==> config.mk <==
export PLATFORM = sky130hd
export DESIGN_NAME = dl_lshift_pipe
export DESIGN_NICKNAME = d
export VERILOG_FILES = /design/src/rtl/dl_lshift_pipe.sv
export SDC_FILE = /design/constraint.sdc
export NUM_CORES = 1
export LEC_CHECK = 0
export CORE_MARGIN = 10
export CORE_UTILIZATION = 56
export CTS_CLUSTER_SIZE = 24
export DETAILED_ROUTE_END_ITERATION = 7
export GPL_ROUTABILITY_DRIVEN = 0
export GPL_TIMING_DRIVEN = 0
export MAX_ROUTING_LAYER = met4
export PLACE_DENSITY_LB_ADDON = 0.12
export SLEW_MARGIN = 20
export SYNTH_ARGS = -nofsm -noshare
export SYNTH_HDL_FRONTEND = slang
export SYNTH_SLANG_ARGS = --single-unit
==> constraint.sdc <==
create_clock -name clk -period 7.7 [get_ports clk]
set_clock_uncertainty 0.15 [all_clocks]
set_input_delay 1.54 -clock clk [delete_from_list [all_inputs] [get_ports clk]]
set_output_delay 1.54 -clock clk [all_outputs]
set_load 0.1 [all_outputs]
==> src/rtl/dl_lshift_pipe.sv <==
//------------------------------------------------------------------------------
// Module      : dl_lshift_pipe
// Description : Pipelined log2 barrel left shifter (zero fill), one register
//               per shamt bit, valid/ready with global stall on backpressure.
//               Optional sticky overflow flag under `DL_LSHIFT_OVF_EN.
// Revision    : 1.0 - initial release
//------------------------------------------------------------------------------
`default_nettype none

module dl_lshift_pipe #(
   parameter int NUM_BITS = 32
) (
   input  logic                        clk,
   input  logic                        rst,
   input  logic                        in_valid,
   output logic                        in_ready,
   input  logic [NUM_BITS-1:0]         in,
   input  logic [$clog2(NUM_BITS)-1:0] shamt,
   output logic                        out_valid,
   input  logic                        out_ready,
`ifdef DL_LSHIFT_OVF_EN
   output logic                        out_ovf,
`endif
   output logic [NUM_BITS-1:0]         out
);

   localparam int NUM_SHIFT_BITS = $clog2(NUM_BITS);

   logic                                         w_en;
   logic [NUM_SHIFT_BITS:0][NUM_BITS-1:0]        w_data;
   logic [NUM_SHIFT_BITS:0]                      w_vld;
   logic [NUM_SHIFT_BITS-1:0][NUM_SHIFT_BITS-1:0] w_sh;
`ifdef DL_LSHIFT_OVF_EN
   logic [NUM_SHIFT_BITS:0]                      w_ovf;
`endif

   assign w_en      = !w_vld[NUM_SHIFT_BITS] || out_ready;
   assign in_ready  = w_en;
   assign w_data[0] = in;
   assign w_vld[0]  = in_valid;
   assign w_sh[0]   = shamt;
   assign out       = w_data[NUM_SHIFT_BITS];
   assign out_valid = w_vld[NUM_SHIFT_BITS];
`ifdef DL_LSHIFT_OVF_EN
   assign w_ovf[0]  = 1'b0;
   assign out_ovf   = w_ovf[NUM_SHIFT_BITS];
`endif

   for (genvar k = 0; k < NUM_SHIFT_BITS; k++) begin : g_stage
      localparam int C_STEP = 1 << k;

      logic [NUM_BITS-1:0] w_shifted;
      logic [NUM_BITS-1:0] r_data;
      logic                r_vld;

      // The shamt word is shifted right each stage, so bit 0 is always this stage's control.
      assign w_shifted = w_sh[k][0] ? (w_data[k] << C_STEP) : w_data[k];

      always_ff @(posedge clk or posedge rst) begin
         if (rst) begin
            r_data <= '0;
            r_vld  <= 1'b0;
         end else if (w_en) begin
            r_data <= w_shifted;
            r_vld  <= w_vld[k];
         end
      end

      assign w_data[k+1] = r_data;
      assign w_vld[k+1]  = r_vld;

      if (k < NUM_SHIFT_BITS - 1) begin : g_sh
         logic [NUM_SHIFT_BITS-1:0] r_sh;

         always_ff @(posedge clk or posedge rst) begin
            if (rst) begin
               r_sh <= '0;
            end else if (w_en) begin
               r_sh <= w_sh[k] >> 1;
            end
         end

         assign w_sh[k+1] = r_sh;
      end

`ifdef DL_LSHIFT_OVF_EN
      // Bits lost in this stage are the top C_STEP bits of its input.
      logic w_lost;
      logic r_ovf;

      assign w_lost = w_sh[k][0] && (|w_data[k][NUM_BITS-1 -: C_STEP]);

      always_ff @(posedge clk or posedge rst) begin
         if (rst) begin
            r_ovf <= 1'b0;
         end else if (w_en) begin
            r_ovf <= w_ovf[k] | w_lost;
         end
      end

      assign w_ovf[k+1] = r_ovf;
`endif
   end

endmodule

`default_nettype wire

# ---- After elaboration in Yosys (flattened, before gate mapping)
# Index checks and enable logic that the tools add are counted.
# Widths: inputs -> output; s select.
dict set report totals {
  ff_bits 175
  latch_bits 0
  mem_bits_rw 0
  rom_bits 0
  inputBits 41
  out_inout_bits 34
  word_cells 21
  memories 0
}
dict set report op_classes {
  n_addsub 0
  n_mul 0
  div_mod_pow 0
  order_cmp 0
  eq_ne 0
  n_shift 0
  muxes 5
  n_bitwise 0
  reduce_logical 2
}
# cell n
set op_table {}
lappend op_table {{$mux 32} 5}
lappend op_table {{$logic_not 1->1} 1}
lappend op_table {{$logic_or 1x1->1} 1}

# ---- Depth between registers and ports, before layout
# Gate-level depths: netlist of run 1.
dict set report logic_depth {
  ltp_word 2
  ltp_mapped 5
  mapped_depth_nobuf 2
}

# ---- Worst setup path after synthesis of run 1
# OpenSTA, ideal clock, no wires.
dict set report synth_path {
  path_kind {input to output}
  from {input out_ready}
  to {output in_ready}
  t_arrival_ns 2.176
  required_ns 6.010
  slack_ns 3.834
  cell_stages 4
  cell_sequence {nand2b_4 buf_6 buf_6 buf_6}
}
dict set report synth_between {
  elab_chain_cells 1
}
# item line
set synth_lines {}
lappend synth_lines {{start, declared} 20} ;# input logic out_ready,
lappend synth_lines {{$logic_or 1x1->1} 37} ;# assign w_en = !w_vld[NUM_SHIFT_BITS] || out_ready;
lappend synth_lines {{end, declared} 16} ;# output logic in_ready,
# Every way passes these cells.

# ---- Worst setup path in the final report of run 1
# Ends and elaborated chain as after synthesis.

==> results.json, run 1 <==
{
  "ys_warn_count": 0,
  "yosysMostFrequentCell": "dfrtp_1",
  "rsz0062_at_grt": "no",
  "viasPerCell": 5.11,
  "cellPowerDensity_nw_per_um2": 467,
  "yosys.area_share.simple_pct": 2.47,
  "core_area_um2": 15800,
  "maxCapViolations": 0,
  "first_pass_iters": 5,
  "regToRegEndpoint": "g_stage[0].r_data[2]",
  "clock.fmax_mhz": 184,
  "tritoncts": "done",
  "clockBufferDepth": 2,
  "final_cells": 874,
  "crit_required_ns": 6.01,
  "portBuffers": 73,
  "synth_cell_types": 12,
  "htreeDepth": 4,
  "tightest_slew_ns": 0.986,
  "grt_pass1_wl_mm": 27.1,
  "numCtsBuffers": 17,
  "setup_viol": 0,
  "r2r_slack_ns": 6.11,
  "regToRegStartpoint": "out_valid",
  "synth_edf_count": 0,
  "num_vias": 4464,
  "rows": 46,
  "syn2layout_area_growth_pct": 19.1,
  "avgSynthCellArea_um2": 16.2,
  "crit_fanout": 10,
  "clk_latency_ns": 0.42,
  "peakVddDrop_v": 0.000214,
  "clock-root-buffer": "clkbuf_16",
  "dieArea_um2": 21400,
  "worstSetupPathType": "input port to primary output",
  "cp-end-kind": "primary output",
  "reg2reg_depth": 5,
  "ys_ff_latch": 175,
  "dp_hpwl_mm": 12.0,
  "hold_buffers": 0,
  "synth-main-ff-cell": "dfrtp_1",
  "synth_top_family_by_area": "multiplexers",
  "antenna_cells": 0,
  "netlist_instances": 552,
  "drt_iter0_markers": 155,
  "start_kind": "input port",
  "timing.final.crit_share_pct": 70.7,
  "crit_path_end": "in_ready",
  "initial_core_util_pct": 56.8,
  "wl_per_cell_um": 18.4,
  "post_cts_buffers": 0,
  "cp-startpoint": "out_ready",
  "hold_viol_final": 0,
  "synthMuxAreaShare_pct": 43.9,
  "max_slew_margin_pct": 34.1,
  "synthXorXnorAreaFrac_pct": 0,
  "seq_area_frac_synth_pct": 48.9,
  "synth-compound-area-share_pct": 0,
  "synthAdderAreaFrac_pct": 0,
  "antenna_found_initial": 0,
  "grt_pass1_vias": 5058,
  "cts-resized-gates": 0,
  "fp.dieH_um": 146,
  "drt_wl_total_mm": 16.1,
  "path_clk_slew_ns": 0.06,
  "p_leak_nw": 4.94,
  "clkSinkCount": 175,
  "synthesis.area_um2": 8950,
  "drv_slew": 0,
  "syn_nets": 593,
  "synth_top_area_share_pct": 48.9,
  "ys_async_sr_fraction_pct": 100,
  "yosysTopAreaCell": "dfrtp_1",
  "fin_tns_setup_ns": 0,
  "grt.total_usage_pct": 16.1,
  "drive_gt1_share_pct": 54.6,
  "fin_util_pct": 67.6,
  "synth_common_cells": "175 x dfrtp_1, 148 x mux2_2, 138 x mux2_4",
  "synthTopCellsByArea": "dfrtp_1 49%, mux2_4 23%, mux2_2 19%, buf_6 4.4%, mux2_1 2.1%",
  "die_w_um": 146,
  "finalCriticalPeriod_ns": 5.44,
  "drc": 0,
  "ant_nets": 0,
  "fin_nets": 686,
  "crit_arrival_ns": 3.75,
  "globalRouteOverflowTotal": 0,
  "ios": 75,
  "dp_cells": 842,
  "grt_max_degree": 95,
  "status": "completed",
  "hold_class": "flip-flop to flip-flop"
}
kinds of logic after synthesis:
group / Yosys count
multiplexers: 303
flip-flops: 175
buffers and inverters: 41
AND/OR/NAND/NOR: 33
how the worst min path moves through the flow:
stage                 to              from  cells after the start  slack (ns)
2_1_floorplan  out_valid  g_stage[3].r_vld                      1        0.28
3_3_place_gp   out_valid  g_stage[3].r_vld                      1        0.30
3_5_place_dp   out_valid  g_stage[3].r_vld                      1        0.31
4_1_cts        out_valid  g_stage[3].r_vld                      1        0.33
5_1_grt        out_valid  g_stage[3].r_vld                      1        0.36
6_report       out_valid  g_stage[3].r_vld                      1        0.31
registers in the layout, summed over array words and instances (netlist names):
register	cells
out_valid	1
g_stage.g_sh.r_sh	10
g_stage.r_data	128
out	32
g_stage.r_vld	4
layout make-up:
class                           instances  area, um^2
Clock buffer                           23         498
Tap cell                              216         270
Inverter                                1        11.3
Buffer                                 40         418
Sequential cell                       175        4380
Multi-Input combinational cell        336        4150
Fill cell                            1116        5110
Clock inverter                          9         178
Timing Repair Buffer                   74         758
layer usage:
metal	share of wire (%)	vias up	global-route usage, %
li1	-	2163	-
met1	45	2213	19.6
met2	51	70	26.5
met3	2.5	18	3.03
met4	1.4	0	5.71
met5	0	-	-
where the power goes:
group | switching [mW] | internal (mW) | total (mW)
clock network | 0.336 | 0.619 | 0.955
registers | 0.314 | 1.33 | 1.64
logic | 1.12 | 1.26 | 2.38
total | 1.77 | 3.21 | 4.98
per-stage QoR:
step | hold WS, ns | area [um^2] | worst slack, ns | total power [mW]
after global placement | 0.300 | 9950 | -0.588 | 3.99
after global routing | 0.361 | 10700 | 2.20 | 5.22
after detailed placement | 0.308 | 9990 | 2.25 | 4.04
final | 0.313 | 10700 | 2.26 | 4.98
after floorplan | 0.285 | 8950 | 1.26 | 3.53
after CTS | 0.326 | 10700 | 2.24 | 5.03
critical path, stage by stage:
cell and delay [ns]:
clkdlybuf4s50_1 0.46, nand2b_4 0.12, buf_6 0.11, buf_6 0.17, buf_6 0.19, clkdlybuf4s50_1 1.16
placed cells by master (no fill, tap or decap):
cell type and n:
buf_16 1, mux2_1 17, clkinvlp_4 3, nand2b_1 1, clkbuf_8 5, clkbuf_16 17
mux2_2 148, inv_8 1, clkbuf_1 2, clkdlybuf4s50_1 73, nor2b_1 25, buf_2 4
nand2b_4 1, and2b_1 6, clkinv_2 1, bufinv_16 5, dfrtp_1 175, mux2_4 138
buf_6 35
Note: power is estimated with default switching activity, not from simulation.
==> run 2: changes to the inputs <==
clock period = 5.1 ns   (was 7.7 ns; I/O delays follow)
==> results.json, run 2 (synthesis results as in run 1) <==
{
  "dp_cells": 846,
  "fin_nets": 690,
  "fin_tns_setup_ns": 0,
  "hold_class": "flip-flop to flip-flop",
  "final_common_cell": "dfrtp_1",
  "clk_latency_ns": 0.42,
  "rows": 46,
  "viasPerCell": 5.14,
  "rsz0062_at_grt": "no",
  "num_vias": 4509,
  "final_cell_mix": "175 x dfrtp_1, 148 x mux2_2, 138 x mux2_4",
  "reg2reg_depth": 5,
  "path_clk_slew_ns": 0.06,
  "regToRegStartpoint": "out_valid",
  "dp_hpwl_mm": 12.6,
  "wl_met2_mm": 8.27,
  "start_kind": "input port",
  "switching_share_pct": 36.2,
  "ios": 75,
  "antenna_found_initial": 0,
  "regToRegEndpoint": "g_stage[0].g_sh.r_sh[2]",
  "top_register": "g_stage.r_data",
  "post_cts_buffers": 0,
  "peakVddDrop_v": 0.000381,
  "wl_met1_mm": 7.42,
  "grt.total_usage_pct": 16.5,
  "drv_slew": 0,
  "hold_end": "out_valid",
  "crit_arrival_ns": 3.24,
  "cts-resized-gates": 0,
  "crit_required_ns": 3.93,
  "fin_util_pct": 67.7,
  "tritoncts": "done",
  "power_mw": 7.42,
  "max_slew_margin_pct": 34.1,
  "wl_per_cell_um": 18.7,
  "clock.fmax_mhz": 227,
  "clockBufferDepth": 2,
  "fp.dieH_um": 146,
  "ant_nets": 0,
  "dieArea_um2": 21400,
  "cp-startpoint": "out_ready",
  "p_clk_share_pct": 18.0,
  "top_layer_used": "met4",
  "finalCriticalPeriod_ns": 4.41,
  "clkSinkCount": 175,
  "worstSetupPathType": "input port to primary output",
  "antenna_cells": 0,
  "hold_viol_final": 0,
  "drt_wl_total_mm": 16.4,
  "cp-end-kind": "primary output",
  "first_pass_iters": 4,
  "numCtsBuffers": 17,
  "drt_iter0_markers": 155,
  "tightest_slew_ns": 0.985,
  "largest_reg_flops": 128,
  "grt_pass1_vias": 5140,
  "die_w_um": 146,
  "crit_fanout": 10,
  "hp-start": "g_stage[3].r_vld",
  "final_cells": 877,
  "p_sw_mw": 2.68,
  "hold_buffers": 0,
  "wl_met3_um": 488,
  "globalRouteOverflowTotal": 0,
  "r2r_slack_ns": 3.51,
  "pwr-share-seq_pct": 33.4,
  "initial_core_util_pct": 56.8,
  "clock-root-buffer": "clkbuf_16",
  "grt_max_degree": 36,
  "p_comb_share_pct": 48.6,
  "grt_pass1_wl_mm": 27.7,
  "p_leak_nw": 4.94,
  "drive_gt1_share_pct": 54.6,
  "status": "completed",
  "htreeDepth": 4,
  "setup_viol": 0,
  "cellPowerDensity_nw_per_um2": 695,
  "drc": 0,
  "portBuffers": 73,
  "syn2layout_area_growth_pct": 19.3,
  "hold_depth": 1,
  "core_area_um2": 15800,
  "internal_power_mw": 4.74,
  "maxCapViolations": 0,
  "timing.final.crit_share_pct": 86.5,
  "fillers": 1114
}
==> run 2: cell count changes in the layout (fill, tap and decap cells not counted) <==
cell	previous run	this run
clkinvlp_4	3	5
bufinv_16	5	4
clkbuf_8	5	1
inv_8	1	0
buf_12	0	4
clkbuf_1	2	3
clkinv_2	1	3
==> run 2: layout make-up <==
type,count,area [um^2],share of cell area [%]
Sequential cell,175,4380,41.0
Timing Repair Buffer,78,838,7.85
Buffer,40,418,3.91
Inverter,1,7.51,0.0703
Clock inverter,11,165,1.55
Clock buffer,20,447,4.18
Tap cell,216,270,2.53
Multi-Input combinational cell,336,4150,38.9
==> run 2: metal layers <==
metal	vias to the layer above	track usage, %
met1	2253	20.1
met5	-	-
met3	11	3.92
li1	2175	-
met4	0	4.80
met2	70	27.0
==> run 2: critical path: stages <==
cell and delay [ns]:
clkdlybuf4s50_1 0.46, nand2b_4 0.12, buf_6 0.11, buf_6 0.16, buf_6 0.19, clkdlybuf4s50_1 1.16
==> run 2: worst max path at each step <==
stage                                    to  slack [ns]  cells after the start
global route                       in_ready        0.63                      6
CTS                                in_ready        0.66                      6
global placement      g_stage[0].r_data[26]        0.48                      2
floorplan           g_stage[0].g_sh.r_sh[0]        1.69                      1
detailed placement                 in_ready        0.67                      6
finish                             in_ready        0.69                      6
==> run 2: metrics by stage <==
stage	setup WS [ns]	hold slack (ns)	cell area, um^2
final	0.688	0.318	10700
after global routing	0.634	0.356	10700
after CTS	0.664	0.321	10700
after detailed placement	0.670	0.312	10100
after global placement	0.479	0.301	9960
after floorplan	1.69	0.285	8960
==> run 2: power groups by stage <==
| stage | Sequential (mW) | Clock [mW] | Combinational, mW |
|---|---|---|---|
| finish | 2.48 | 1.34 | 3.61 |
| global route | 2.56 | 1.42 | 3.81 |
| CTS | 2.48 | 1.36 | 3.65 |
| detailed placement | 2.50 | 0 | 3.62 |
| global placement | 2.47 | 0 | 3.55 |
| floorplan | 3.10 | 0 | 2.23 |
==> run 3: changes to the inputs <==
CORE_MARGIN = 3   (was 10)
==> results.json, run 3 (synthesis results as in run 1) <==
{
  "drt_iter0_markers": 174,
  "clk_latency_ns": 0.43,
  "hold_viol_final": 0,
  "grt_max_degree": 37,
  "num_vias": 4511,
  "timing.final.crit_share_pct": 85.9,
  "multi_input_area_um2": 4150,
  "drc": 0,
  "rsz0062_at_grt": "no",
  "clock-root-buffer": "clkbuf_16",
  "fp.dieH_um": 132,
  "crit_fanout": 10,
  "initial_core_util_pct": 58.0,
  "worstSetupPathType": "input port to primary output",
  "crit_arrival_ns": 3.21,
  "dp_cells": 841,
  "wl_met1_mm": 7.21,
  "ff_latch_area_um2": 4380,
  "hold_buffers": 0,
  "clockBufferDepth": 2,
  "clock.fmax_mhz": 228,
  "top_layer_used": "met4",
  "ios": 75,
  "post_cts_buffers": 0,
  "cellPowerDensity_nw_per_um2": 698,
  "fillers": 1091,
  "path_clk_slew_ns": 0.06,
  "crit_required_ns": 3.93,
  "globalRouteOverflowTotal": 0,
  "start_kind": "input port",
  "internal_power_mw": 4.77,
  "setup_viol": 0,
  "cp-end-kind": "primary output",
  "largest_reg_flops": 128,
  "die_w_um": 132,
  "final_cells": 873,
  "final_cell_mix": "175 x dfrtp_1, 148 x mux2_2, 138 x mux2_4",
  "finalCriticalPeriod_ns": 4.38,
  "grt_pass1_vias": 4874,
  "first_pass_iters": 4,
  "tightest_slew_ns": 0.974,
  "fin_tns_setup_ns": 0,
  "numCtsBuffers": 17,
  "grt_pass1_wl_mm": 27.0,
  "drt_wl_total_mm": 15.8,
  "fin_nets": 690,
  "pwr-share-seq_pct": 33.3,
  "p_leak_nw": 4.96,
  "max_slew_margin_pct": 34.8,
  "p_sw_mw": 2.69,
  "htreeDepth": 4,
  "antenna_cells": 0,
  "tritoncts": "done",
  "syn2layout_area_growth_pct": 19.3,
  "ant_nets": 0,
  "rows": 45,
  "wl_met2_mm": 7.90,
  "status": "completed",
  "top_register": "g_stage.r_data",
  "placed_cell_area_um2": 10100,
  "switching_share_pct": 36.0,
  "dieArea_um2": 17500,
  "antenna_found_initial": 0,
  "clkSinkCount": 175,
  "viasPerCell": 5.17,
  "p_clk_share_pct": 18.4,
  "fin_area_um2": 10700,
  "portBuffers": 73,
  "drv_slew": 0,
  "maxCapViolations": 0,
  "wl_per_cell_um": 18.1,
  "grt.total_usage_pct": 20.1,
  "drive_gt1_share_pct": 54.7,
  "dp_hpwl_mm": 11.9,
  "p_comb_share_pct": 48.4,
  "cts-resized-gates": 0,
  "wl_met3_um": 422,
  "hold_class": "flip-flop to flip-flop",
  "final_common_cell": "dfrtp_1",
  "peakVddDrop_v": 0.000430,
  "core_area_um2": 15400
}
[run 3: power groups by stage]
stage	clock network, mW	registers [mW]	logic (mW)
2_1_floorplan	0	3.10	2.23
3_3_place_gp	0	2.47	3.53
3_5_place_dp	0	2.50	3.61
4_1_cts	1.39	2.48	3.64
5_1_grt	1.45	2.57	3.80
6_report	1.37	2.48	3.61
[run 3: path summary, 6_finish.rpt]
check                                 startpoint  depth (start not counted)              endpoint  slack (ns)
worst max-delay path                   out_ready                          6              in_ready        0.72
min in group asynchronous                    rst                          2  g_stage[2].r_data[1]        0.79
worst min register to register  g_stage[3].r_vld                          1             out_valid        0.31
max in group asynchronous                    rst                          4      g_stage[3].r_vld        3.28
worst min-delay path            g_stage[3].r_vld                          1             out_valid        0.31
worst max register to register         out_valid                          5  g_stage[0].r_data[2]        3.49
[run 3: layout make-up]
class | instances | share of cell area (%)
sequential | 175 | 41.0
multi-input combinational | 336 | 38.9
timing repair buffer | 78 | 7.78
clock buffer | 22 | 4.44
buffer | 40 | 3.91
tap | 211 | 2.47
clock inverter | 10 | 1.49
inverter | 1 | 0.0703
[run 3: routing by layer]
metal	track usage, %	up-vias
li1	-	2170
met1	26.3	2248
met2	32.2	74
met3	3.61	19
met4	6.41	0
met5	-	-
[run 3: critical path: stages]
cell and delay [ns]:
clkdlybuf4s50_1 0.45, nand2b_4 0.11, buf_6 0.11, buf_6 0.16
buf_6 0.20, clkdlybuf4s50_1 1.15
[run 3: per-stage QoR]
step                total power, mW  hold WS (ns)  util (%)  setup WS, ns
floorplan                      5.33         0.285         -          1.69
global placement               6.01         0.302      64.5         0.477
detailed placement             6.10         0.302      65.1         0.708
CTS                            7.51         0.315      69.3         0.706
global route                   7.82         0.325      69.3         0.649
finish                         7.45         0.311      69.3         0.722
